==> config.mk <==
export PLATFORM = sky130hd
export DESIGN_NAME = key_event_scheduler
export DESIGN_NICKNAME = d
export VERILOG_FILES = /design/src/rtl/key_event_scheduler.sv
export SDC_FILE = /design/constraint.sdc
export NUM_CORES = 1
export LEC_CHECK = 0
export ABC_AREA = 1
export CAP_MARGIN = 20
export CORE_MARGIN = 1
export CORE_UTILIZATION = 61
export CTS_BUF_LIST = sky130_fd_sc_hd__clkbuf_4
export DETAILED_ROUTE_END_ITERATION = 8
export DONT_BUFFER_PORTS = 1
export PLACE_DENSITY = 0.83
export SKIP_CTS_REPAIR_TIMING = 1
export SLEW_MARGIN = 30
export SYNTH_ARGS = -nofsm -noshare
export SYNTH_HDL_FRONTEND = slang
export SYNTH_SLANG_ARGS = --single-unit
==> constraint.sdc <==
create_clock -name clk -period 7.7 [get_ports clk]
set_clock_uncertainty 0.15 [all_clocks]
set_input_delay 1.925 -clock clk [delete_from_list [all_inputs] [get_ports clk]]
set_output_delay 1.925 -clock clk [all_outputs]
set_load 0.005 [all_outputs]
==> src/rtl/key_event_scheduler.sv <==
`default_nettype none
// ============================================================================
//  Module      : key_event_scheduler
//  Description : Captures single-cycle key press pulses into per-key pending
//                flags, grants one pending key per cycle round-robin into a
//                small in-order event FIFO, and counts lost presses.
//  Revision    : 1.0  initial release
// ============================================================================
module key_event_scheduler #(
    parameter int NKEYS = 5,
    parameter int DEPTH = 4
) (
    input  logic             clk,
    input  logic             rst,
    input  logic [NKEYS-1:0] key_pulse,
    input  logic             flush,
    output logic             out_valid,
    output logic [2:0]       out_code,
    input  logic             out_ready,
    output logic [NKEYS-1:0] pending,
    output logic [2:0]       fifo_count,
    output logic [7:0]       drop_count
);

    localparam int         c_PW    = (NKEYS > 1) ? $clog2(NKEYS) : 1;
    localparam int         c_AW    = (DEPTH > 1) ? $clog2(DEPTH) : 1;
    localparam logic [2:0] c_DEPTH = 3'(DEPTH);

    logic [NKEYS-1:0] r_pending;
    logic [c_PW-1:0]  r_rr_ptr;
    logic [2:0]       r_mem [DEPTH];
    logic [c_AW-1:0]  r_wr_ptr;
    logic [c_AW-1:0]  r_rd_ptr;
    logic [2:0]       r_count;
    logic             r_valid;
    logic [7:0]       r_drop;

    logic             w_pop;
    logic             w_can_push;
    logic             w_grant;
    logic [2:0]       w_gidx;
    logic [NKEYS-1:0] w_gmask;
    logic             w_drop;
    logic [2:0]       w_count_next;

    // A full FIFO can still take a grant when its head leaves on the same edge
    assign w_pop      = (r_count != 3'd0) && out_ready;
    assign w_can_push = (r_count < c_DEPTH) || w_pop;

    // Round-robin search starting at r_rr_ptr; first pending key wins
    always_comb begin
        int idx;
        idx     = 0;
        w_grant = 1'b0;
        w_gidx  = 3'd0;
        for (int k = 0; k < NKEYS; k++) begin
            idx = int'(r_rr_ptr) + k;
            if (idx >= NKEYS) idx = idx - NKEYS;
            if (w_can_push && !w_grant && r_pending[idx]) begin
                w_grant = 1'b1;
                w_gidx  = 3'(idx);
            end
        end
    end

    assign w_gmask = w_grant ? ({{(NKEYS-1){1'b0}}, 1'b1} << w_gidx) : '0;

    // A repeat press on a still-pending key is lost unless that key is granted now
    assign w_drop = |(key_pulse & r_pending & ~w_gmask);

    // Occupancy after this edge, used to register out_valid directly
    always_comb begin
        w_count_next = r_count;
        if (flush) begin
            w_count_next = 3'd0;
        end else if (w_grant && !w_pop) begin
            w_count_next = r_count + 3'd1;
        end else if (!w_grant && w_pop) begin
            w_count_next = r_count - 3'd1;
        end
    end

    // Pending flags, round-robin pointer and saturating drop counter
    always_ff @(posedge clk) begin
        if (rst) begin
            r_pending <= '0;
            r_rr_ptr  <= '0;
            r_drop    <= 8'd0;
        end else if (flush) begin
            r_pending <= '0;
            r_rr_ptr  <= '0;
        end else begin
            r_pending <= (r_pending & ~w_gmask) | key_pulse;
            if (w_grant) begin
                r_rr_ptr <= (int'(w_gidx) == NKEYS - 1) ? '0 : c_PW'(w_gidx + 3'd1);
            end
            if (w_drop && (r_drop != 8'hFF)) begin
                r_drop <= r_drop + 8'd1;
            end
        end
    end

    // Event FIFO: granted index written at the tail, head popped on accept
    always_ff @(posedge clk) begin
        if (rst) begin
            for (int i = 0; i < DEPTH; i++) r_mem[i] <= 3'd0;
            r_wr_ptr <= '0;
            r_rd_ptr <= '0;
            r_count  <= 3'd0;
            r_valid  <= 1'b0;
        end else if (flush) begin
            r_wr_ptr <= '0;
            r_rd_ptr <= '0;
            r_count  <= 3'd0;
            r_valid  <= 1'b0;
        end else begin
            if (w_grant) begin
                r_mem[r_wr_ptr] <= w_gidx;
                r_wr_ptr <= (r_wr_ptr == c_AW'(DEPTH - 1)) ? '0 : r_wr_ptr + c_AW'(1);
            end
            if (w_pop) begin
                r_rd_ptr <= (r_rd_ptr == c_AW'(DEPTH - 1)) ? '0 : r_rd_ptr + c_AW'(1);
            end
            r_count <= w_count_next;
            r_valid <= (w_count_next != 3'd0);
        end
    end

    assign out_valid  = r_valid;
    assign out_code   = r_mem[r_rd_ptr];
    assign pending    = r_pending;
    assign fifo_count = r_count;
    assign drop_count = r_drop;

endmodule
`default_nettype wire

==> flow_summary_export.csv <==
group,metric,value,unit
yosys,synth_edf_count,12,
global_route,grt_use_total,25.8,%
routing,vias_per_cell,5.44,
status,status,"completed",
routing,drc,0,
floorplan,initial_core_util,63.0,%
floorplan,die_h,71.9,um
global_route,grt_pass1_vias,2378,
yosys,synth-seq-cells,38,
power_and_ir_drop,ir_drop,0.000260,V
placed_design,io_buffers,0,
clocking,cts.htree.levels,2,
sta,layout_setup_ws,3.31,ns
floorplan,fp.coreArea,0.00472,sq mm
yosys,yosysTopAreaCell,"dfxtp_1",
yosys,synth_cell_types,42,
yosys,netlist_top_cells_area,"dfxtp_1 17%, edfxtp_1 12%, nand2_1 11%",
yosys,ys_warn_count,0,
yosys,async_flop_share,0,%
critical_path,r2r-start,"r_rr_ptr[0]$_SDFFE_PP0N_",
final_layout,area_growth,4.66,%
min_path,hold_end,"drop_count[7]$_SDFFE_PP0P_",
final_layout,n_antenna_cell,0,
routing,vias,2668,
placed_design,pre_cts_ws,3.17,ns
final_layout,nets,451,
placed_design,hpwl,4.95,mm
floorplan,die_x,71.9,um
critical_path,critical_path.max_fanout,15,
sta,tns,0,ns
min_path,hold_class,"register to register",
yosys,ys.flop_type,"dfxtp_1",
floorplan,dieArea,0.00517,sq mm
yosys,avgSynthCellArea,7.12,sq um
final_layout,design_area,0.00312,sq mm
final_layout,seq_area,881,sq um
min_path,min_path_cells,2,
routing,drt-total-wl,6.28,mm
critical_path,cp.arrival,4.51,ns
routing,avgRoutedWirePerCell,12.8,um
clocking,clkLatencyLatePin,0.34,ns
sta,worst_pin_slew,0.671,ns
final_layout,fillCellCount,396,
sta,rsz0062_at_grt,"no",
floorplan,ios,29,
clocking,numClockSinks,38,
clocking,clk_pin_slew,0.12,ns
clocking,cts_tree,"built",
critical_path,endpoint_kind,"register",
routing,drt_iter0_drc,192,
yosys,synth.cell_area,0.00298,sq mm
critical_path,worstPathRequired,7.82,ns
sta,slew_headroom,55.2,%
critical_path,reg2reg_to,"drop_count[6]$_SDFFE_PP0P_",
final_layout,final_cell_mix,"90 x nand2_1, 49 x inv_1, 45 x nand3_1",
clocking,cts-buffers-inserted,5,
sta,clock.fmax,0.228,GHz
power_and_ir_drop,finalPower,0.00115,W
global_route,grt_antenna_before_repair,0,
final_layout,drive_gt1_share,13.9,%
routing,drt_first_pass_iters,5,
final_layout,fin_util,66.0,%
floorplan,rows,25,
power_and_ir_drop,cellPowerDensity,370,mW/mm^2
routing,drt.antenna.violating_nets,0,
yosys,synth_top_area_share,17.5,%
global_route,overflow,0,
global_route,grt_pass1_wl,10.6,mm
yosys,synth_fp_nets,447,
placed_design,placed_cell_area,0.00304,sq mm
critical_path,reg2reg_slack,3.31,ns
global_route,grt_max_degree,16,
placed_design,gp_congestion,0.941,
clocking,clockBufferDepth,2,
critical_path,criticalPathCategory,"register to register",
critical_path,reg2reg_depth,23,
sta,post-route-period-util,57.0,%
min_path,min_from,"drop_count[7]$_SDFFE_PP0P_",
power_and_ir_drop,leakage,1.41,nW
sta,min_period,4.39,ns
sta,setup_viol,0,
final_layout,multi_input_area,0.00184,sq mm
sta,drv_slew,0,
critical_path,startpoint_type,"register",
sta,hold_violations,0,
yosys,yosysSeqAreaShare,29.6,%
yosys,netlist_instances,418,
run,maxCapViolCount,0,
clocking,ctsRootBufferMaster,"clkbuf_4",
final_layout,final_common_cell,"nand2_1",
layout make-up:
type	instances	share of cell area (%)
Clock buffer	6	1.45
Sequential cell	38	28.3
Tap cell	67	2.69
Inverter	61	7.35
Clock inverter	2	1.08
Multi-Input combinational cell	316	59.2
report_power, final:
group          internal (W)  total, W  switching [W]
Clock             0.0000712  0.000137      0.0000655
Sequential         0.000246  0.000283      0.0000368
Combinational      0.000234  0.000733       0.000499
Total              0.000551   0.00115       0.000601
flip-flops by register name, summed over array words and instances, names as in the netlist, named ones only:
register	cells
r_rr_ptr	3
r_mem	12
pending	5
fifo_count	3
r_wr_ptr	2
drop_count	8
out_valid	1
r_rd_ptr	2
layer usage:
layer  wire length [um]  track usage (%)
met5                  0                0
met4                 36             4.36
met3                440             5.63
met2               2720             40.0
met1               3080             37.3
worst max-delay path, cell delays in order (launching register included):
cell and delay (ns):
dfxtp_1 0.77, inv_2 0.24, ha_1 0.26, inv_1 0.05, ha_1 0.14, inv_1 0.09
a22oi_1 0.33, nand4_1 0.20, a21oi_2 0.30, inv_2 0.13, nand4_1 0.13, nand3b_1 0.09
nand2_1 0.11, nand2_2 0.09, inv_1 0.13, ha_1 0.19, inv_1 0.04, nor2_1 0.09
nand3_1 0.10, nand2_1 0.10, nand3_1 0.13, o21bai_4 0.23, nand2_1 0.09, a21oi_1 0.13
how the worst max path moves through the flow:
stage / startpoint / endpoint / slack (ns) / cells after the start
detailed placement: out_ready / drop_count[5]$_SDFFE_PP0P_ / 3.17 / 18
global placement: out_ready / drop_count[3]$_SDFFE_PP0P_ / 3.28 / 18
floorplan: out_ready / drop_count[0]$_SDFFE_PP0P_ / 3.60 / 18
CTS: r_rr_ptr[0]$_SDFFE_PP0N_ / drop_count[5]$_SDFFE_PP0P_ / 3.33 / 23
finish: r_rr_ptr[0]$_SDFFE_PP0N_ / drop_count[6]$_SDFFE_PP0P_ / 3.31 / 23
global route: r_rr_ptr[0]$_SDFFE_PP0N_ / drop_count[5]$_SDFFE_PP0P_ / 2.79 / 23
cell families (layout without fill, tap and decap cells):
logic type / after synthesis / count (layout) / share of synthesized area, %
AO/OA/AOI/OAI: 55 / 55 / 11.4
buffers and inverters: 64 / 69 / 8.49
adder cells (fa/ha/maj): 20 / 20 / 8.40
AND/OR/NAND/NOR: 230 / 230 / 38.7
flip-flops: 38 / 38 / 29.6
XOR/XNOR: 11 / 11 / 3.49
per-stage QoR:
| stage | instances | hold WS, ns |
|---|---|---|
| floorplan | 418 | 0.334 |
| global placement | 482 | 0.342 |
| detailed placement | 482 | 0.357 |
| CTS | 490 | 0.372 |
| global route | 490 | 0.397 |
| finish | 490 | 0.377 |
cell usage after synthesis (2+ instances only):
| library cell | count |
|---|---|
| inv_2 | 10 |
| o21ai_0 | 16 |
| nand3_1 | 45 |
| edfxtp_1 | 12 |
| a21oi_1 | 18 |
| nor2_1 | 44 |
| nand4_2 | 2 |
| nand3_2 | 9 |
| clkinv_1 | 2 |
| nand2_4 | 4 |
| nand2_1 | 90 |
| dfxtp_1 | 26 |
| o211ai_1 | 3 |
| nand4_1 | 9 |
| o2111ai_1 | 2 |
| ha_1 | 20 |
| inv_1 | 49 |
| a21oi_2 | 2 |
| nand3b_1 | 3 |
| nand2_2 | 16 |
| o22ai_1 | 3 |
| o21ai_1 | 2 |
| xnor2_1 | 3 |
| nor2_4 | 4 |
| xor2_1 | 7 |
(Power assumes the default switching activity.)
